==> config.mk <==
export PLATFORM = sky130hd
export DESIGN_NAME = video_out_timing
export DESIGN_NICKNAME = d
export VERILOG_FILES = /design/src/rtl/video_out_timing.sv
export SDC_FILE = /design/constraint.sdc
export NUM_CORES = 1
export LEC_CHECK = 0
export BUFFER_PORTS_ARGS = -buffer_cell sky130_fd_sc_hd__buf_2
export CORE_ASPECT_RATIO = 0.7
export CORE_UTILIZATION = 54
export CTS_CLUSTER_DIAMETER = 80
export CTS_CLUSTER_SIZE = 10
export DETAILED_ROUTE_END_ITERATION = 7
export PLACE_DENSITY = 0.8
export SYNTH_ARGS = -nofsm -noshare
export SYNTH_HDL_FRONTEND = slang
export SYNTH_SLANG_ARGS = --single-unit
==> constraint.sdc <==
create_clock -name clk -period 1.7 [get_ports clk]
set_input_delay 0.17 -clock clk [delete_from_list [all_inputs] [get_ports clk]]
set_output_delay 0.17 -clock clk [all_outputs]
set_load 0.1 [all_outputs]
==> src/rtl/video_out_timing.sv <==
// Video output timing generator: reads pixels from a show-ahead FIFO and produces
// line/frame valids. Optional underflow cycle counter: `define VIDEO_OUT_UNDERFLOW_CNT_EN.
module video_out_timing #(
   parameter int unsigned H_ACTIVE = 640,
   parameter int unsigned H_BLANK  = 160,
   parameter int unsigned V_ACTIVE = 480,
   parameter int unsigned V_BLANK  = 45
) (
   input  logic       clk,
   input  logic       RST,
   input  logic       enable,
   input  logic       empty,
   input  logic [7:0] data_in,
   output logic       r_ack,
   output logic       line_valid,
   output logic       frame_valid,
   output logic [7:0] pixel_out,
   output logic       end_of_frame,
`ifdef VIDEO_OUT_UNDERFLOW_CNT_EN
   output logic [15:0] underflow_cnt,
`endif
   output logic       underflow
);

   localparam int unsigned H_TOTAL = H_ACTIVE + H_BLANK;
   localparam int unsigned V_TOTAL = V_ACTIVE + V_BLANK;
   localparam int unsigned HW      = (H_TOTAL > 1) ? $clog2(H_TOTAL) : 1;
   localparam int unsigned VW      = (V_TOTAL > 1) ? $clog2(V_TOTAL) : 1;

   localparam logic [HW-1:0] H_ACT  = HW'(H_ACTIVE);
   localparam logic [HW-1:0] H_LAST = HW'(H_TOTAL - 1);
   localparam logic [VW-1:0] V_ACT  = VW'(V_ACTIVE);
   localparam logic [VW-1:0] V_LAST = VW'(V_TOTAL - 1);

   typedef enum logic {IDLE, RUN} state_t;

   state_t        r_state, w_state_d;
   logic [HW-1:0] r_h_cnt, w_h_cnt_d;
   logic [VW-1:0] r_v_cnt, w_v_cnt_d;
   logic          r_line_valid, r_frame_valid, r_end_of_frame, r_underflow;
   logic [7:0]    r_pixel_out;
   logic          w_active, w_frame_act, w_last;

   always_comb begin
      w_state_d   = r_state;
      w_h_cnt_d   = r_h_cnt;
      w_v_cnt_d   = r_v_cnt;
      w_active    = (r_state == RUN) && (r_h_cnt < H_ACT) && (r_v_cnt < V_ACT);
      w_frame_act = (r_state == RUN) && (r_v_cnt < V_ACT);
      w_last      = (r_state == RUN) && (r_h_cnt == H_LAST) && (r_v_cnt == V_LAST);
      r_ack       = w_active && !empty && !RST;

      unique case (r_state)
         IDLE: begin
            w_h_cnt_d = '0;
            w_v_cnt_d = '0;
            if (enable && !empty) w_state_d = RUN;
         end
         RUN: begin
            if (r_h_cnt == H_LAST) begin
               w_h_cnt_d = '0;
               if (r_v_cnt == V_LAST) begin
                  w_v_cnt_d = '0;
                  // Only a frame boundary may stop the raster.
                  if (!enable || empty) w_state_d = IDLE;
               end else begin
                  w_v_cnt_d = r_v_cnt + 1'b1;
               end
            end else begin
               w_h_cnt_d = r_h_cnt + 1'b1;
            end
         end
         default: w_state_d = IDLE;
      endcase
   end

   always_ff @(posedge clk) begin
      if (RST) begin
         r_state        <= IDLE;
         r_h_cnt        <= '0;
         r_v_cnt        <= '0;
         r_line_valid   <= 1'b0;
         r_frame_valid  <= 1'b0;
         r_pixel_out    <= 8'h00;
         r_end_of_frame <= 1'b0;
         r_underflow    <= 1'b0;
      end else begin
         r_state        <= w_state_d;
         r_h_cnt        <= w_h_cnt_d;
         r_v_cnt        <= w_v_cnt_d;
         // line_valid keeps the timing even when the FIFO runs dry; the pixel is zeroed.
         r_line_valid   <= w_active;
         r_frame_valid  <= w_frame_act;
         r_pixel_out    <= r_ack ? data_in : 8'h00;
         r_end_of_frame <= w_last;
         r_underflow    <= r_underflow | (w_active & empty);
      end
   end

`ifdef VIDEO_OUT_UNDERFLOW_CNT_EN
   logic [15:0] r_underflow_cnt;

   always_ff @(posedge clk) begin
      if (RST) begin
         r_underflow_cnt <= 16'h0000;
      end else if (w_active && empty && (r_underflow_cnt != 16'hFFFF)) begin
         r_underflow_cnt <= r_underflow_cnt + 16'h0001;
      end
   end

   assign underflow_cnt = r_underflow_cnt;
`endif

   assign line_valid   = r_line_valid;
   assign frame_valid  = r_frame_valid;
   assign pixel_out    = r_pixel_out;
   assign end_of_frame = r_end_of_frame;
   assign underflow    = r_underflow;

endmodule

==> reports/results.txt, run 1 <==
Routed Antenna Nets = 0
CP Data Required Time = 1.53 ns
Pre-CTS setup slack = 0.07921 ns
PortBufs = 24
Setup slack, reg-to-reg = 0.08 ns
Final worst-path cycle share = 98.12%
Most used DFF post-synth = dfxtp_1
Root Buffer Master = clkbuf_8
Nets = 205
Vias = 1,231
P_leak = 0.7267 nW
Area Overhead vs Synth = 24.23%
Routed WL per cell = 13.76 um
CTS tree = built
Die height = 45.68 um
Clock power share = 39.2%
Pins Over Slew Limit = 0
R2r startpoint = r_v_cnt[0]$_SDFFE_PP0P_
Post-Synthesis Cells = 149
Final Total Pwr = 0.001473 W
Full die area = 0.002941 mm^2
Status = complete, no violations
Net switching power = 0.0003405 W
Syn nets = 164
Starting density of the core = 58.51%
Sw Ratio = 23.12%
Hold path depth = 2
Hold/Removal Path Class = primary input to register
Data arrival, critical path = 1.50 ns
Total grt overflow = 0
Inserted Diodes = 0
Crit path time final = 1.668 ns
CP max FO = 4
Max-cap viol count = 0
Logic pwr share = 7.6%
Pwr Density = 805.8 mW/mm^2
Syn_area_per_cell = 9.875 um^2
CTS clk-pin slew, worst paths = 0.06 ns
# setup viols final = 0
Worst flop-to-flop path endpoint = r_state$_SDFF_PP0_
WHS = 0.08405 ns
Boundary Pins = 25
Worst Slack Setup Final = 0.03193 ns
Hold Fails Final Rpt = 0
Netlist cell types = 39
Hold endpoint = r_state$_SDFF_PP0_
Peak VDD IR = 0.0006662 V
Top cells by area, synth = dfxtp_1 (45%), and2_1 (4.3%), nand3_1 (3.7%), a31oi_1 (3.0%), xnor2_1 (3.0%)
Clock Path Buffers = 2
Final WL = 3.083 mm
Leading area contributor after synthesis = dfxtp_1
HPWL after detailed placement = 2.051 mm
Peak Freq = 0.5995 GHz
Sequential fraction of design power = 53.2%
CP Launch Type = register
Yosys reg bits = 33
Yosys warns = 0
Vias/cell = 5.496
Die X = 64.39 um
Global placer's final weighted congestion = 0.8483
Post-synth EDFFs = 0
Worst Reg-to-Reg Cells = 7
DRT iter0 DRCs = 53
Max Clock Skew = 0.004733 ns
Ys async rst share = 0%
Layout cells sized above 1 = 33.16%
Relative slew slack = 67.80%
Core box area = 0.002515 mm^2
Clock latency on the worst-skew pair = 0.28 ns
Crit. End Element = output pin
Pre-antenna DRT Iters = 4
# DRC = 0
Vias in the first global route = 974
RSZ-0062 raised after global routing = yes
Slew @ Worst Pin = 0.4863 ns
Count leader, synth = dfxtp_1
GRT Overall Usage = 21.63%
First-pass GRT wire length = 4.526 mm
Cell area after synthesis = 0.001471 mm^2
Critical path type = register to output pin
Seq/Total Area, Yosys = 44.90%
Hold path startpoint = RST
Ranking of synthesized cells by instance count = dfxtp_1 (33), nand2_1 (11), nand3_1 (11), nor2_1 (11), and2_1 (10)
Initial antenna violation count = 0
# clock sinks = 33
CTS H-tree depth = 2
Largest net degree at the start of global routing = 14
Core Rows = 15
TritonCTS Buffers = 5
Post-synth top area share = 44.90%
P_int = 0.001133 W
-- per-layer routing --
| layer | part of all wire, % | vias to the layer above | track usage (%) |
|---|---|---|---|
| met4 | 1.6 | 0 | 12.00 |
| met3 | 6.0 | 7 | 8.000 |
| li1 | - | 615 | - |
| met5 | 0 | - | 0 |
| met1 | 47 | 574 | 28.13 |
| met2 | 46 | 35 | 31.37 |
-- logic make-up after synthesis --
family / share of synthesized area, %
xor gates and xnor gates: 5.952
buffers and inverters: 4.761
and+or+nand+nor: 33.25
AOI/OAI and AO/OA: 8.588
DFF: 44.90
adders and majority gates: 2.551
-- metrics by stage --
step / utilization (%) / area (um^2) / instances / setup TNS [ns]
4_1_cts: 69.80 / 1755 / 217 / 0
5_1_grt: 72.69 / 1828 / 224 / -0.1928
2_1_floorplan: - / 1471 / 149 / 0
3_3_place_gp: 65.77 / 1654 / 209 / 0
6_report: 72.69 / 1828 / 224 / 0
3_5_place_dp: 65.77 / 1654 / 209 / 0
-- power by group through the flow --
| stage | Clock (W) | Sequential [W] | Combinational [W] |
|---|---|---|---|
| 6_report | 0.000577 | 0.000784 | 0.000112 |
| 5_1_grt | 0.000621 | 0.000784 | 0.000118 |
| 4_1_cts | 0.000585 | 0.000787 | 0.000110 |
| 3_5_place_dp | 0 | 0.000804 | 0.000106 |
| 3_3_place_gp | 0 | 0.000804 | 0.000104 |
| 2_1_floorplan | 0 | 0.000853 | 0.0000307 |
-- cell usage in the layout, fill, tap and decap left out, types with 4 or more instances in the layout --
| cell | instances |
|---|---|
| a31oi_1 | 7 |
| and2_1 | 10 |
| buf_2 | 23 |
| buf_4 | 15 |
| clkbuf_8 | 6 |
| dfxtp_1 | 29 |
| inv_1 | 4 |
| nand2_1 | 11 |
| nand3_1 | 11 |
| nand4_1 | 5 |
| nor2_1 | 11 |
| nor3_1 | 5 |
| o21ai_1 | 4 |
| xnor2_1 | 5 |
| xor2_1 | 5 |
-- worst max-delay path by stage --
stage	from	slack (ns)	to	cells past startpoint
6_report	r_v_cnt[8]$_SDFFE_PP0P_	0.03	r_ack	4
5_1_grt	r_v_cnt[0]$_SDFFE_PP0P_	-0.05	r_v_cnt[9]$_SDFFE_PP0P_	7
4_1_cts	r_v_cnt[8]$_SDFFE_PP0P_	0.0006	r_ack	4
3_5_place_dp	r_v_cnt[0]$_SDFFE_PP0P_	0.08	r_state$_SDFF_PP0_	7
3_3_place_gp	r_h_cnt[0]$_SDFF_PP0_	0.12	r_v_cnt[7]$_SDFFE_PP0P_	5
2_1_floorplan	r_v_cnt[5]$_SDFFE_PP0P_	0.04	pixel_out[0]$_SDFF_PP0_	5
-- final cells by class --
cell class / count / area (um^2)
Clock buffer: 7 / 86.33
Fill cell: 174 / 686.9
Inverter: 4 / 15.01
Multi-Input combinational cell: 107 / 765.7
Timing Repair Buffer: 39 / 247.7
Tap cell: 34 / 42.54
Sequential cell: 33 / 670.6
-- state kept, by name (all words and copies together), names as in the netlist --
register,flops
line_valid,1
underflow,1
r_h_cnt,10
frame_valid,1
end_of_frame,1
r_state,1
pixel_out,8
r_v_cnt,10
-- worst max-delay path: stages (launching register included) --
cell	delay (ns)
dfxtp_4	0.34
and4_4	0.20
nor4b_4	0.26
nor2b_4	0.23
buf_12	0.18
-- repair_timing --
| item | 4_1_cts | 5_1_grt |
|---|---|---|
| hold endpoints to repair | 0 | 0 |
| setup buffers | 1 | 6 |
| resized for setup | 3 | 8 |
| pin swaps | 1 | 2 |
| setup endpoints to repair | 1 | 11 |
| hold buffers | 0 | 0 |
| gates cloned | 0 | 1 |
(Power assumes the default switching activity.)
==> inputs of run 2 (changes only) <==
==> constraint.sdc (replaced) <==
create_clock -name clk -period 1.8 [get_ports clk]
set_input_delay 0.18 -clock clk [delete_from_list [all_inputs] [get_ports clk]]
set_output_delay 0.18 -clock clk [all_outputs]
set_load 0.1 [all_outputs]
==> reports/results.txt, run 2 (synthesized netlist as in run 1, its figures left out) <==
Status = complete, no violations
Vias = 1,194
Vias/cell = 5.528
Final WL = 3.093 mm
Final worst-path cycle share = 96.11%
PortBufs = 24
Full die area = 0.002941 mm^2
Crit path time final = 1.730 ns
RSZ-0062 raised after global routing = yes
Logic pwr share = 7.4%
CTS clk-pin slew, worst paths = 0.07 ns
HPWL after detailed placement = 2.207 mm
Global placer's final weighted congestion = 0.8602
CP max FO = 5
Most frequent cells in the layout = dfxtp_1 (31), buf_2 (23), nand2_1 (11), nand3_1 (11), nor2_1 (11)
Core box area = 0.002515 mm^2
# setup viols final = 0
DRT iter0 DRCs = 65
Layout cells sized above 1 = 29.67%
GRT Overall Usage = 23.58%
Sw Ratio = 25.33%
Peak Freq = 0.5780 GHz
Crit. End Element = register
Clock Path Buffers = 2
# DRC = 0
Core Rows = 15
# clock sinks = 33
Final Util = 70.00%
Slew @ Worst Pin = 0.4848 ns
Area Overhead vs Synth = 19.64%
Relative slew slack = 67.90%
Routed Antenna Nets = 0
Hold/Removal Path Class = primary input to register
Die height = 45.68 um
TritonCTS Buffers = 5
Multi-input logic area = 765.7 um^2
Pwr Density = 786.6 mW/mm^2
CTS H-tree depth = 2
Data arrival, critical path = 1.95 ns
Clock latency on the worst-skew pair = 0.29 ns
Boundary Pins = 25
Initial antenna violation count = 0
P_int = 0.001034 W
R2r startpoint = r_h_cnt[0]$_SDFF_PP0_
Commonest non-fill, non-tap cell in the layout = dfxtp_1
Nets = 196
Net switching power = 0.0003508 W
P_leak = 0.6831 nW
Vias in the first global route = 1,102
Hold Fails Final Rpt = 0
# placed instances = 205
Routed WL per cell = 14.32 um
Pre-antenna DRT Iters = 4
Hold buffer count at CTS = 0
Worst Reg-to-Reg Cells = 6
Setup slack, reg-to-reg = 0.07 ns
Final Total Pwr = 0.001385 W
Pins Over Slew Limit = 0
Root Buffer Master = clkbuf_8
Inserted Diodes = 0
Starting density of the core = 58.51%
CP Launch Type = register
Non-Filler Instances = 216
Largest net degree at the start of global routing = 14
Critical path type = register to register
Total grt overflow = 0
Hold path depth = 2
Filler cells = 190
Sequential Area = 663.1 um^2
Die X = 64.39 um
Sequential fraction of design power = 53.7%
Hold path startpoint = RST
Peak VDD IR = 0.0004150 V
Hold endpoint = r_state$_SDFF_PP0_
Clock power share = 38.9%
CP Data Required Time = 2.02 ns
Worst flop-to-flop path endpoint = r_v_cnt[2]$_SDFFE_PP0P_
CTS tree = built
Max-cap viol count = 0
Max Clock Skew = 0.008461 ns
First-pass GRT wire length = 5.023 mm
==> run 2: cell types whose count changed in the layout (fill, tap and decap cells not counted), sizes merged <==
| cell | change |
|---|---|
| buf | -8 |
| clkbuf | -2 |
| clkinv | +2 |
| clkinvlp | +1 |
| nand2b | -1 |
==> run 2: stage by stage <==
stage	hold slack (ns)	cell area, um^2	TNS [ns]	setup slack [ns]
final	0.08181	1760	0	0.06997
after global routing	0.06614	1760	-0.1916	-0.05245
after CTS	0.06795	1725	0	0.002147
after detailed placement	0.3780	1624	0	0.02764
after global placement	0.3699	1624	0	0.1848
after floorplan	0.2491	1471	0	0.1407
==> run 2: worst max-delay path, cell delays in order (launching register included) <==
cell and delay [ns]:
dfxtp_1 0.38, ha_2 0.24, nand4_2 0.22, nor4_4 0.42, buf_4 0.18, nand3b_1 0.07, a31oi_1 0.15
==> run 2: cell type report <==
cell class	instances	area share, %
clock buffer	5	3.909
multi-input combinational	106	43.50
clock inverter	3	0.9950
timing repair buffer	31	10.66
tap	34	2.416
inverter	4	0.8529
sequential	33	37.67
==> run 2: worst max path at each step <==
| stage | startpoint | end | slack (ns) | cells past startpoint |
|---|---|---|---|---|
| 2_1_floorplan | r_v_cnt[5]$_SDFFE_PP0P_ | pixel_out[0]$_SDFF_PP0_ | 0.14 | 5 |
| 3_3_place_gp | r_h_cnt[0]$_SDFF_PP0_ | r_v_cnt[5]$_SDFFE_PP0P_ | 0.18 | 5 |
| 3_5_place_dp | r_v_cnt[0]$_SDFFE_PP0P_ | r_v_cnt[9]$_SDFFE_PP0P_ | 0.03 | 7 |
| 4_1_cts | r_v_cnt[5]$_SDFFE_PP0P_ | r_ack | 0.002 | 4 |
| 5_1_grt | r_v_cnt[0]$_SDFFE_PP0P_ | r_v_cnt[9]$_SDFFE_PP0P_ | -0.05 | 7 |
| 6_report | r_h_cnt[0]$_SDFF_PP0_ | r_v_cnt[2]$_SDFFE_PP0P_ | 0.07 | 6 |
==> run 2: power groups by stage <==
stage	clock network [W]	logic (W)	registers, W
after floorplan	0	0.0000290	0.000806
after global placement	0	0.0000985	0.000759
after detailed placement	0	0.0000998	0.000760
after CTS	0.000548	0.000103	0.000743
after global routing	0.000586	0.000109	0.000743
final	0.000539	0.000103	0.000743
==> run 2: metal layers <==
metal | track usage (%) | vias to the layer above | part of all wire (%)
met3 | 6.750 | 6 | 5.7
met4 | 10.67 | 0 | 1.7
met5 | 0 | - | 0
li1 | - | 597 | -
met1 | 28.64 | 554 | 44
met2 | 39.79 | 37 | 49
==> run 2: what timing repair did <==
action,CTS,global route
pin swaps,0,2
setup buffers,1,2
endpoints found under the setup margin,1,11
gates resized for setup,2,6
==> inputs of run 3 (changes only) <==
--- a/config.mk
+++ b/config.mk
@@ -6,7 +6,7 @@
 export NUM_CORES = 1
 export LEC_CHECK = 0
 export BUFFER_PORTS_ARGS = -buffer_cell sky130_fd_sc_hd__buf_2
-export CORE_ASPECT_RATIO = 0.7
+export CORE_ASPECT_RATIO = 0.6
 export CORE_UTILIZATION = 54
 export CTS_CLUSTER_DIAMETER = 80
 export CTS_CLUSTER_SIZE = 10
==> reports/results.txt, run 3 (synthesized netlist as in run 1, its figures left out) <==
Status = complete, no violations
Starting density of the core = 57.93%
Root Buffer Master = clkbuf_8
Non-Filler Instances = 214
Boundary Pins = 25
HPWL after detailed placement = 2.231 mm
Crit. End Element = output pin
Clock Path Buffers = 2
Commonest non-fill, non-tap cell in the layout = dfxtp_1
Sequential Area = 661.9 um^2
Hold path startpoint = RST
Vias/cell = 5.720
P_int = 0.001115 W
Hold Fails Final Rpt = 0
Global placer's final weighted congestion = 0.8685
Die height = 42.44 um
Crit path cell chain = and4_4, nor4b_4, nor2b_4, buf_12
Core box area = 0.002540 mm^2
CP peak stage delay = 0.36 ns
Relative slew slack = 66.09%
Max Clock Skew = 0.005215 ns
P_leak = 0.6972 nW
Sequential fraction of design power = 51.0%
# DRC = 0
Most frequent cells in the layout = dfxtp_1 (32), buf_2 (23), nand2_1 (11), nand3_1 (11), nor2_1 (11)
PortBufs = 24
Vias in the first global route = 1,070
CTS H-tree depth = 2
Pins Over Slew Limit = 0
Initial antenna violation count = 0
# clock sinks = 33
Data arrival, critical path = 1.53 ns
Metal2 WL = 1.443 mm
GRT Overall Usage = 23.72%
R2r startpoint = r_h_cnt[0]$_SDFF_PP0_
Worst Reg-to-Reg Cells = 6
Pwr Density = 822.0 mW/mm^2
TritonCTS Buffers = 5
Inserted Diodes = 0
Filler cells = 192
Core Rows = 14
Die X = 69.39 um
Setup crit start = r_v_cnt[5]$_SDFFE_PP0P_
Full die area = 0.002945 mm^2
Logic pwr share = 7.2%
Final WL = 3.124 mm
Slew @ Worst Pin = 0.5045 ns
Total grt overflow = 0
DRT iter0 DRCs = 101
Critical path type = register to output pin
Peak VDD IR = 0.0006834 V
Worst Slack Setup Final = 0.08640 ns
CP Data Required Time = 1.62 ns
CTS tree = built
First-pass GRT wire length = 5.230 mm
Setup slack, reg-to-reg = 0.11 ns
Vias = 1,224
Slowest stage cell, crit path = dfxtp_2
CTS clk-pin slew, worst paths = 0.07 ns
Layout cells sized above 1 = 30.22%
Peak Freq = 0.5836 GHz
Metal3 WL = 221 um
# setup viols final = 0
Top sig layer = met4
CP Launch Type = register
CP max FO = 7
Routed Antenna Nets = 0
Final worst-path cycle share = 95.20%
Crit path time final = 1.714 ns
Multi-input logic area = 768.2 um^2
Sw Ratio = 23.56%
Pre-CTS setup slack = 0.05029 ns
Routed WL per cell = 14.60 um
M1 WL = 1.414 mm
Worst flop-to-flop path endpoint = r_v_cnt[5]$_SDFFE_PP0P_
Nets = 196
Hold/Removal Path Class = primary input to register
Clock latency on the worst-skew pair = 0.29 ns
Area Overhead vs Synth = 20.58%
# placed instances = 204
Clock power share = 41.8%
CP Capture Point = r_ack
Max-cap viol count = 0
Largest net degree at the start of global routing = 14
Net switching power = 0.0003436 W
Pre-antenna DRT Iters = 4
## run 3: changes by cell type in the layout (fill, tap and decap cells not counted), sizes merged
cell      previous run  this run
clkbuf               5         7
clkinvlp             1         0
clkinv               2         1
## run 3: worst min-delay path by stage
stage	end	cells after the start	slack, ns
CTS	r_state$_SDFF_PP0_	2	0.07
detailed placement	r_state$_SDFF_PP0_	2	0.37
global route	r_state$_SDFF_PP0_	2	0.07
floorplan	r_state$_SDFF_PP0_	1	0.25
finish	r_state$_SDFF_PP0_	2	0.08
global placement	r_state$_SDFF_PP0_	2	0.36
## run 3: power by group through the flow
| stage | Sequential, W | Clock [W] | Combinational, W |
|---|---|---|---|
| 2_1_floorplan | 0.000806 | 0 | 0.0000290 |
| 3_3_place_gp | 0.000759 | 0 | 0.0000978 |
| 3_5_place_dp | 0.000760 | 0 | 0.000100 |
| 4_1_cts | 0.000743 | 0.000624 | 0.000102 |
| 5_1_grt | 0.000744 | 0.000660 | 0.000111 |
| 6_report | 0.000744 | 0.000610 | 0.000105 |
## run 3: critical path, delay by kind of cell, from the launching register on
kind                   cells  cell delay (ns)
and+or+nand+nor            3             0.70
DFF                        1             0.36
buffers and inverters      1             0.18
## run 3: layer usage
layer | up-vias | track usage [%]
met1 | 577 | 32.38
met2 | 47 | 33.40
met4 | 0 | 10.20
met3 | 4 | 8.894
li1 | 596 | -
met5 | - | 0
## run 3: metrics by stage
stage / setup TNS [ns] / area (um^2) / hold WS [ns] / total power (W) / utilization [%]
3_3_place_gp: 0 / 1629 / 0.3597 / 0.0008567 / 64.14
5_1_grt: -0.03352 / 1774 / 0.07234 / 0.001515 / 69.85
6_report: 0 / 1774 / 0.07904 / 0.001458 / 69.85
4_1_cts: 0 / 1740 / 0.06886 / 0.001469 / 68.52
2_1_floorplan: 0 / 1471 / 0.2491 / 0.0008348 / -
3_5_place_dp: 0 / 1629 / 0.3710 / 0.0008598 / 64.14
## run 3: cell type report
type,count,area share (%)
clock buffer,7,5.430
sequential,33,37.31
tap,32,2.257
timing repair buffer,31,10.58
multi-input combinational,106,43.30
inverter,4,0.8463
clock inverter,1,0.2821
## run 3: timing repair
| action | CTS | global route |
|---|---|---|
| hold buffers | 0 | 0 |
| pin swaps | 0 | 2 |
| endpoints found under the setup margin | 1 | 8 |
| buffers inserted | 0 | 2 |
| gates resized for setup | 3 | 6 |
